<file path="config.mk">
export PLATFORM = sky130hd
export DESIGN_NAME = alu_8bit
export DESIGN_NICKNAME = d
export VERILOG_FILES = /design/src/rtl/alu_8bit.sv
export SDC_FILE = /design/constraint.sdc
export NUM_CORES = 1
export LEC_CHECK = 0
export BUFFER_PORTS_ARGS = -buffer_cell sky130_fd_sc_hd__buf_2
export CAP_MARGIN = 15
export CELL_PAD_IN_SITES_DETAIL_PLACEMENT = 1
export CELL_PAD_IN_SITES_GLOBAL_PLACEMENT = 1
export CORE_MARGIN = 5
export CORE_UTILIZATION = 45
export DETAILED_ROUTE_END_ITERATION = 16
export GPL_TIMING_DRIVEN = 0
export PLACE_DENSITY_LB_ADDON = 0.1
export SYNTH_ARGS = -nofsm -noshare
export SYNTH_HDL_FRONTEND = slang
export SYNTH_SLANG_ARGS = --single-unit
</file>
<file path="constraint.sdc">
create_clock -name clk -period 1.6 [get_ports clk]
set_clock_uncertainty 0.15 [all_clocks]
set_input_delay 0.32 -clock clk [delete_from_list [all_inputs] [get_ports clk]]
set_output_delay 0.32 -clock clk [all_outputs]
set_load 0.01 [all_outputs]
</file>
<file path="src/rtl/alu_8bit.sv">
// Registered 8-bit ALU with carry/zero/negative flags and one-cycle latency.
// Define ALU_OVF_EN to add a registered signed-overflow flag output (Overflow).
module alu_8bit (
  input  logic       clk,
  input  logic       rst_n,
  input  logic       in_valid,
  input  logic [7:0] A,
  input  logic [7:0] B,
  input  logic [2:0] Opcode,
  input  logic       Carry_in,
  output logic [7:0] Result,
  output logic       Carry_out,
  output logic       Zero,
  output logic       Negative,
  output logic       out_valid
`ifdef ALU_OVF_EN
  ,
  output logic       Overflow
`endif
);

  localparam logic [2:0] OpAdd = 3'b000;
  localparam logic [2:0] OpSub = 3'b001;
  localparam logic [2:0] OpAnd = 3'b010;
  localparam logic [2:0] OpOr  = 3'b011;
  localparam logic [2:0] OpXor = 3'b100;
  localparam logic [2:0] OpNot = 3'b101;
  localparam logic [2:0] OpShl = 3'b110;
  localparam logic [2:0] OpShr = 3'b111;

  logic [8:0] add_w;
  logic [8:0] sub_w;
  logic [7:0] alu_res;
  logic       alu_c;

  logic [7:0] result_q, result_d;
  logic       carry_q, carry_d;
  logic       zero_q, zero_d;
  logic       neg_q, neg_d;
  logic       valid_q, valid_d;

  assign add_w = {1'b0, A} + {1'b0, B} + {8'h00, Carry_in};
  // Bit 8 of the 9-bit difference is set exactly when A < B + Carry_in.
  assign sub_w = {1'b0, A} - {1'b0, B} - {8'h00, Carry_in};

  always_comb begin
    alu_res = 8'h00;
    alu_c   = 1'b0;
    case (Opcode)
      OpAdd: {alu_c, alu_res} = add_w;
      OpSub: {alu_c, alu_res} = sub_w;
      OpAnd: alu_res = A & B;
      OpOr:  alu_res = A | B;
      OpXor: alu_res = A ^ B;
      OpNot: alu_res = ~A;
      OpShl: begin
        alu_res = {A[6:0], 1'b0};
        alu_c   = A[7];
      end
      OpShr: begin
        alu_res = {1'b0, A[7:1]};
        alu_c   = A[0];
      end
      default: begin
        alu_res = 8'h00;
        alu_c   = 1'b0;
      end
    endcase
  end

  always_comb begin
    result_d = result_q;
    carry_d  = carry_q;
    zero_d   = zero_q;
    neg_d    = neg_q;
    valid_d  = in_valid;
    if (in_valid) begin
      result_d = alu_res;
      carry_d  = alu_c;
      zero_d   = (alu_res == 8'h00);
      neg_d    = alu_res[7];
    end
  end

  always_ff @(posedge clk or negedge rst_n) begin
    if (!rst_n) begin
      result_q <= 8'h00;
      carry_q  <= 1'b0;
      zero_q   <= 1'b0;
      neg_q    <= 1'b0;
      valid_q  <= 1'b0;
    end else begin
      result_q <= result_d;
      carry_q  <= carry_d;
      zero_q   <= zero_d;
      neg_q    <= neg_d;
      valid_q  <= valid_d;
    end
  end

  assign Result    = result_q;
  assign Carry_out = carry_q;
  assign Zero      = zero_q;
  assign Negative  = neg_q;
  assign out_valid = valid_q;

`ifdef ALU_OVF_EN
  logic alu_ovf;
  logic ovf_q, ovf_d;

  always_comb begin
    alu_ovf = 1'b0;
    if (Opcode == OpAdd) begin
      alu_ovf = (A[7] == B[7]) && (alu_res[7] != A[7]);
    end else if (Opcode == OpSub) begin
      alu_ovf = (A[7] != B[7]) && (alu_res[7] != A[7]);
    end
  end

  always_comb begin
    ovf_d = ovf_q;
    if (in_valid) begin
      ovf_d = alu_ovf;
    end
  end

  always_ff @(posedge clk or negedge rst_n) begin
    if (!rst_n) begin
      ovf_q <= 1'b0;
    end else begin
      ovf_q <= ovf_d;
    end
  end

  assign Overflow = ovf_q;
`endif

endmodule

</file>
==> reports/results.ini, run 1 <==
[grt]
grt_max_degree = 12
first_pass_grt_wire_length_um = 10600
grt_pass1_vias = 2154
grt_util_all_layers = 0.246
overflow_left_after_global_routing = 0
antenna_found_initial = 0

[final_layout]
antenna_cells = 0
area_growth_pct = 33.4
seqCellArea_sq_um = 275
nNetsFinal = 343
multi_input_area_sq_um = 1670
layout.filler_cells = 497
drive_gt1_frac = 0.382

[worst_setup_path]
cp_cell_sequence = buf_8 > clkinvlp_4 > fa_2 > inv_2 > ha_4 > or3_4 > a21oi_2 > a31o_2 > a211oi_2 > nand3b_1 > nor4b_2 > a32o_1
cp-end-kind = flop
start_kind = input pin
worst-endpoint-arrival_ns = 2.62
rr_endpoint = Result[5]$_DFFE_PN0P_
critical-path-slowest-cell = fa_2
worstSetupStartpoint = A[0]
timing.rr.start = Result[5]$_DFFE_PN0P_
critical_path_peak_fanout = 2
worst-endpoint-required_ns = 1.61
crit_path_max_incr_delay_ns = 0.57
reg2regPathDepth = 1
r2r_setup_slack_ns = 0.66
crit_end = Zero$_DFFE_PN0P_
worst-setup-path-type = in -> reg

[floorplanning]
core_area_sq_um = 4060
floorplan.die.height_um = 75.1
num_rows = 23
initial_core_util = 0.470
io_pins = 35
dieWidth_um = 75.1
die_area_sq_um = 5640

[yosys]
synth.cells.most_frequent = ha_1 (30), inv_1 (30), nor2_1 (18)
synth-warning-count = 0
synth.area.top_cells = ha_1 (20%), dfrtp_1 (14%), inv_1 (5.9%)
mappedNetlistNets = 290
synth_top_family_by_area = compound AO/OA/AOI/OAI gates
yosys.area_share.adder = 0.239
netlist.top_cell.by_area = ha_1
postSynthCellCount = 233
synth_mux_area_frac = 0.0630
synth_xor_xnor_area_share = 0.0459
syn_avg_cell_area_sq_um = 8.19
netlist-cell-type-count = 50
ys_ff_latch = 11
synth_enable_flop_cells = 0
sequential_element_share_of_the_synthesized_area = 0.144
synth_largest_type_area_fraction = 0.197
mappedNetlistArea_sq_um = 1910
yosys.area_share.simple = 0.146
asyncSetResetFlopFracSynth = 1.00
synth-compound-area-share = 0.264
main_synth_ff_type = dfrtp_1

[run_status]
run_status = finished with violations
failed_checks = negative setup slack

[detailed_routing]
routedLengthMet1_um = 2860
vias_per_cell = 5.94
detail_route.iter0.violations = 98
met2RoutedLength_um = 3440
met3WireLength_um = 265
ant_nets = 0
totalWireLength_um = 6790
routedWlPerCell_um = 20.3
drt-pass1-iter-count = 4
dr.max_layer_used = met4
detail_route.drc_violations = 0
detailroute.via_count = 1990

[cts]
cts-root-buf = clkbuf_8
clock_sinks = 11
cts_htree_levels = 1
cts_tree = done
cts.clk_slew.worst_paths_ns = 0.05
cts_made_buffers = 3
clock_insertion_delay_worst_skew_ns = 0.23
clockBufferDepth = 2

[power_and_ir_drop]
power.share.sequential = 0.214
peakVddDrop_mv = 0.255
comb_power_share = 0.615
clock_power_share = 0.171
switching_fraction = 0.402
total_leakage_power_uw = 0.00118
pwr_density_cell_nw_per_um2 = 629
internal-power_uw = 956
switching_power_uw = 644

[sta]
finalSetupViolCount = 10
timing.max_slew.rel_slack = 0.483
final.hold.worst_slack_ns = 0.168
layout_worst_path_cycle_share = 1.63
timing.setup.tns_ns = -7.88
worst_slew_pin_slew_ns = 0.771
slew_viol_final = 0
fin_crit_ns = 2.61
clock.fmax_mhz = 383
final_hold_viol_count = 0
setup_repair_after_global_routing_missed_its_margin = true
worst_slack_ns = -1.01

[place]
dp_hpwl_um = 4860
placement.io_buffers = 33
finalWeightedCongestion = 0.865

[flow_run]
max_cap_violations = 0

[worst_hold_path]
hp-class = in -> reg

-- logic make-up after synthesis --
group | count (synthesis)
AOI/OAI and AO/OA | 73
buffers and inverters | 41
adders and majority gates | 34
xor gates and xnor gates | 10
and+or+nand+nor | 55
muxes | 9
DFF | 11
-- layer usage --
metal | up-vias | global-route usage
met5 | - | 0
met4 | 0 | 0.0771
met3 | 22 | 0.0254
met2 | 59 | 0.456
met1 | 980 | 0.296
li1 | 929 | -
-- final cells by class --
| class | count | area share |
|---|---|---|
| sequential | 11 | 0.108 |
| tap | 50 | 0.0246 |
| buffer | 11 | 0.0314 |
| inverter | 30 | 0.0457 |
| multi-input combinational | 181 | 0.655 |
| timing repair buffer | 48 | 0.117 |
| clock buffer | 4 | 0.0177 |
-- layout by cell type, fill, tap and decap left out, types with 4 or more instances in the layout --
cell	count
inv_2	4
a21oi_2	4
a21oi_1	13
ha_1	23
inv_1	25
buf_4	17
a21o_1	4
dfrtp_1	11
ha_4	6
fa_2	4
nor2_1	17
o211ai_1	4
o21ai_0	11
xnor2_1	5
nand2_1	12
buf_2	34
o21a_1	5
xor2_1	5
nand2b_1	4
-- what timing repair did --
item                       4_1_cts  5_1_grt
hold buffers                     1        0
resized for setup               18       16
setup endpoints to repair       10       10
hold endpoints to repair        11        0
pin swaps                       20       19
buffers inserted                13        2
-- power groups by stage --
| stage | Combinational, uW | Clock, uW | Sequential (uW) |
|---|---|---|---|
| global placement | 778 | 0 | 340 |
| floorplan | 542 | 0 | 360 |
| detailed placement | 803 | 0 | 342 |
| finish | 984 | 274 | 343 |
| global route | 1060 | 298 | 345 |
| CTS | 902 | 275 | 339 |
-- flip-flops by register name (all words and copies together), names as in the netlist --
| name | flops |
|---|---|
| Result | 8 |
| Zero | 1 |
| Carry_out | 1 |
| out_valid | 1 |
-- worst min-delay path by stage --
stage / start / endpoint / slack (ns) / cells after the start
after detailed placement: rst_n / Result[6]$_DFFE_PN0P_ / 0.05 / 1
after global routing: in_valid / out_valid$_DFF_PN0_ / 0.17 / 1
after floorplan: rst_n / Carry_out$_DFFE_PN0P_ / -0.13 / 0
after CTS: in_valid / out_valid$_DFF_PN0_ / 0.16 / 1
after global placement: rst_n / Result[6]$_DFFE_PN0P_ / 0.05 / 1
final: in_valid / out_valid$_DFF_PN0_ / 0.17 / 1
-- metrics by stage --
step / power [uW] / cells / util / worst slack [ns] / area [sq um]
global route: 1700 / 335 / 0.628 / -1.12 / 2550
detailed placement: 1150 / 316 / 0.553 / -1.45 / 2240
finish: 1600 / 335 / 0.628 / -1.01 / 2550
global placement: 1120 / 316 / 0.553 / -1.37 / 2240
floorplan: 902 / 233 / - / -0.894 / 2020
CTS: 1520 / 334 / 0.608 / -1.10 / 2470
-- worst max-delay path, delay by kind of cell --
| kind | cells | cell delay [ns] |
|---|---|---|
| AO/OA/AOI/OAI | 4 | 0.74 |
| adder cells (fa/ha/maj) | 2 | 0.84 |
| buffers and inverters | 3 | 0.22 |
| AND/OR/NAND/NOR | 3 | 0.49 |
Note: power is estimated with default switching activity, not from simulation.
==> run 2: changes to the inputs <==
CORE_UTILIZATION = 42   (was 45)
clock period = 2.8 ns   (was 1.6 ns; I/O delays follow)
==> reports/results.ini, run 2 (synthesis results as in run 1) <==
[final_layout]
final_core_util = 0.553
nNetsFinal = 336
largest_register_ff_count = 8
antenna_cells = 0
most-common-layout-cells = buf_2 (34), inv_1 (26), ha_1 (23)
multi_input_area_sq_um = 1590
layout.filler_cells = 546
area_growth_pct = 27.1
seqCellArea_sq_um = 275
layout_commonest_cell = buf_2
drive_gt1_frac = 0.331

[sta]
final_hold_viol_count = 0
final.hold.worst_slack_ns = 0.0328
timing.setup.tns_ns = -0.0366
setup_repair_after_global_routing_missed_its_margin = true
timing.max_slew.rel_slack = 0.556
worst_slack_ns = -0.0366
fin_crit_ns = 2.84
clock.fmax_mhz = 353
slew_viol_final = 0
finalSetupViolCount = 1
layout_worst_path_cycle_share = 1.01
worst_slew_pin_slew_ns = 0.662

[worst_setup_path]
path_delay_family = compound AO/OA/AOI/OAI gates
cp-end-kind = flop
critical_path_peak_fanout = 4
critical-path-slowest-cell = fa_2
worst-endpoint-required_ns = 2.82
timing.rr.start = Carry_out$_DFFE_PN0P_
timing.critical_path.mode_cell = a21oi_2
cp_num_buf_inv = 3
r2r_setup_slack_ns = 1.90
reg2regPathDepth = 1
crit_path_max_incr_delay_ns = 0.63
start_kind = input pin
cp_cell_sequence = buf_12 > inv_8 > fa_2 > inv_2 > ha_4 > o211ai_1 > nand3_1 > a21oi_2 > xor2_1 > o22ai_1 > a21oi_2 > a32o_1
worst-setup-path-type = in -> reg
rr_endpoint = Carry_out$_DFFE_PN0P_
worst-endpoint-arrival_ns = 2.86

[floorplanning]
dieWidth_um = 77.4
initial_core_util = 0.435
die_area_sq_um = 5990
floorplan.die.height_um = 77.4
core_area_sq_um = 4380
io_pins = 35
num_rows = 24

[cts]
cts-root-buf = clkbuf_8
clock_insertion_delay_worst_skew_ns = 0.23
cts.clk_slew.worst_paths_ns = 0.05
clock_sinks = 11
cts_htree_levels = 1
clockBufferDepth = 2
cts_made_buffers = 3
cts_tree = done

[detailed_routing]
routedWlPerCell_um = 17.9
detail_route.drc_violations = 0
detailroute.via_count = 1913
detail_route.iter0.violations = 65
ant_nets = 0
drt-pass1-iter-count = 4
vias_per_cell = 5.80
totalWireLength_um = 5910

[power_and_ir_drop]
total_leakage_power_uw = 0.00113
peakVddDrop_mv = 0.148
pwr_density_cell_nw_per_um2 = 354

[grt]
grt_util_all_layers = 0.195
overflow_left_after_global_routing = 0
first_pass_grt_wire_length_um = 9740
grt_max_degree = 12
grt_pass1_vias = 1954
antenna_found_initial = 0

[run_status]
failed_checks = negative setup slack
run_status = finished with violations

[place]
finalWeightedCongestion = 0.818
placement.io_buffers = 33
dp_hpwl_um = 4710

[worst_hold_path]
hp-class = in -> async

[flow_run]
max_cap_violations = 0

==> run 2: repair_timing <==
action,CTS,global route
endpoints found under the setup margin,4,3
hold buffers,0,0
pin swaps,13,16
gates resized for setup,22,19
setup buffers,2,6
==> run 2: power by group <==
part           internal [uW]  switching, uW
clock network           99.8           57.2
registers                181           10.5
logic                    235            275
==> run 2: layout make-up <==
type | count | area share
timing repair buffer | 41 | 0.104
inverter | 30 | 0.0495
buffer | 11 | 0.0315
tap | 52 | 0.0268
sequential | 11 | 0.113
multi-input combinational | 181 | 0.656
clock buffer | 4 | 0.0186
==> run 2: stage by stage <==
step,setup WS [ns],total power (uW),area (sq um),instances
floorplan,0.0118,481,1910,233
global placement,-0.491,608,2140,318
detailed placement,-0.498,621,2140,318
CTS,0.00300,819,2280,324
global route,-0.145,927,2430,330
finish,-0.0366,859,2430,330
==> run 2: how the worst max path moves through the flow <==
stage | to | cells after the start | slack, ns | startpoint
floorplan | Zero$_DFFE_PN0P_ | 11 | 0.01 | A[0]
global placement | Zero$_DFFE_PN0P_ | 12 | -0.49 | A[0]
detailed placement | Zero$_DFFE_PN0P_ | 12 | -0.50 | A[0]
CTS | Zero$_DFFE_PN0P_ | 12 | 0.003 | B[0]
global route | Zero$_DFFE_PN0P_ | 11 | -0.14 | A[0]
finish | Zero$_DFFE_PN0P_ | 12 | -0.04 | A[0]
==> run 2: metal layers <==
| layer | GRT usage | up-vias | wire [um] |
|---|---|---|---|
| li1 | - | 916 | - |
| met1 | 0.268 | 933 | 2680 |
| met2 | 0.328 | 54 | 2850 |
| met3 | 0.0185 | 10 | 264 |
| met4 | 0.0481 | 0 | 117 |
| met5 | 0 | - | 0 |
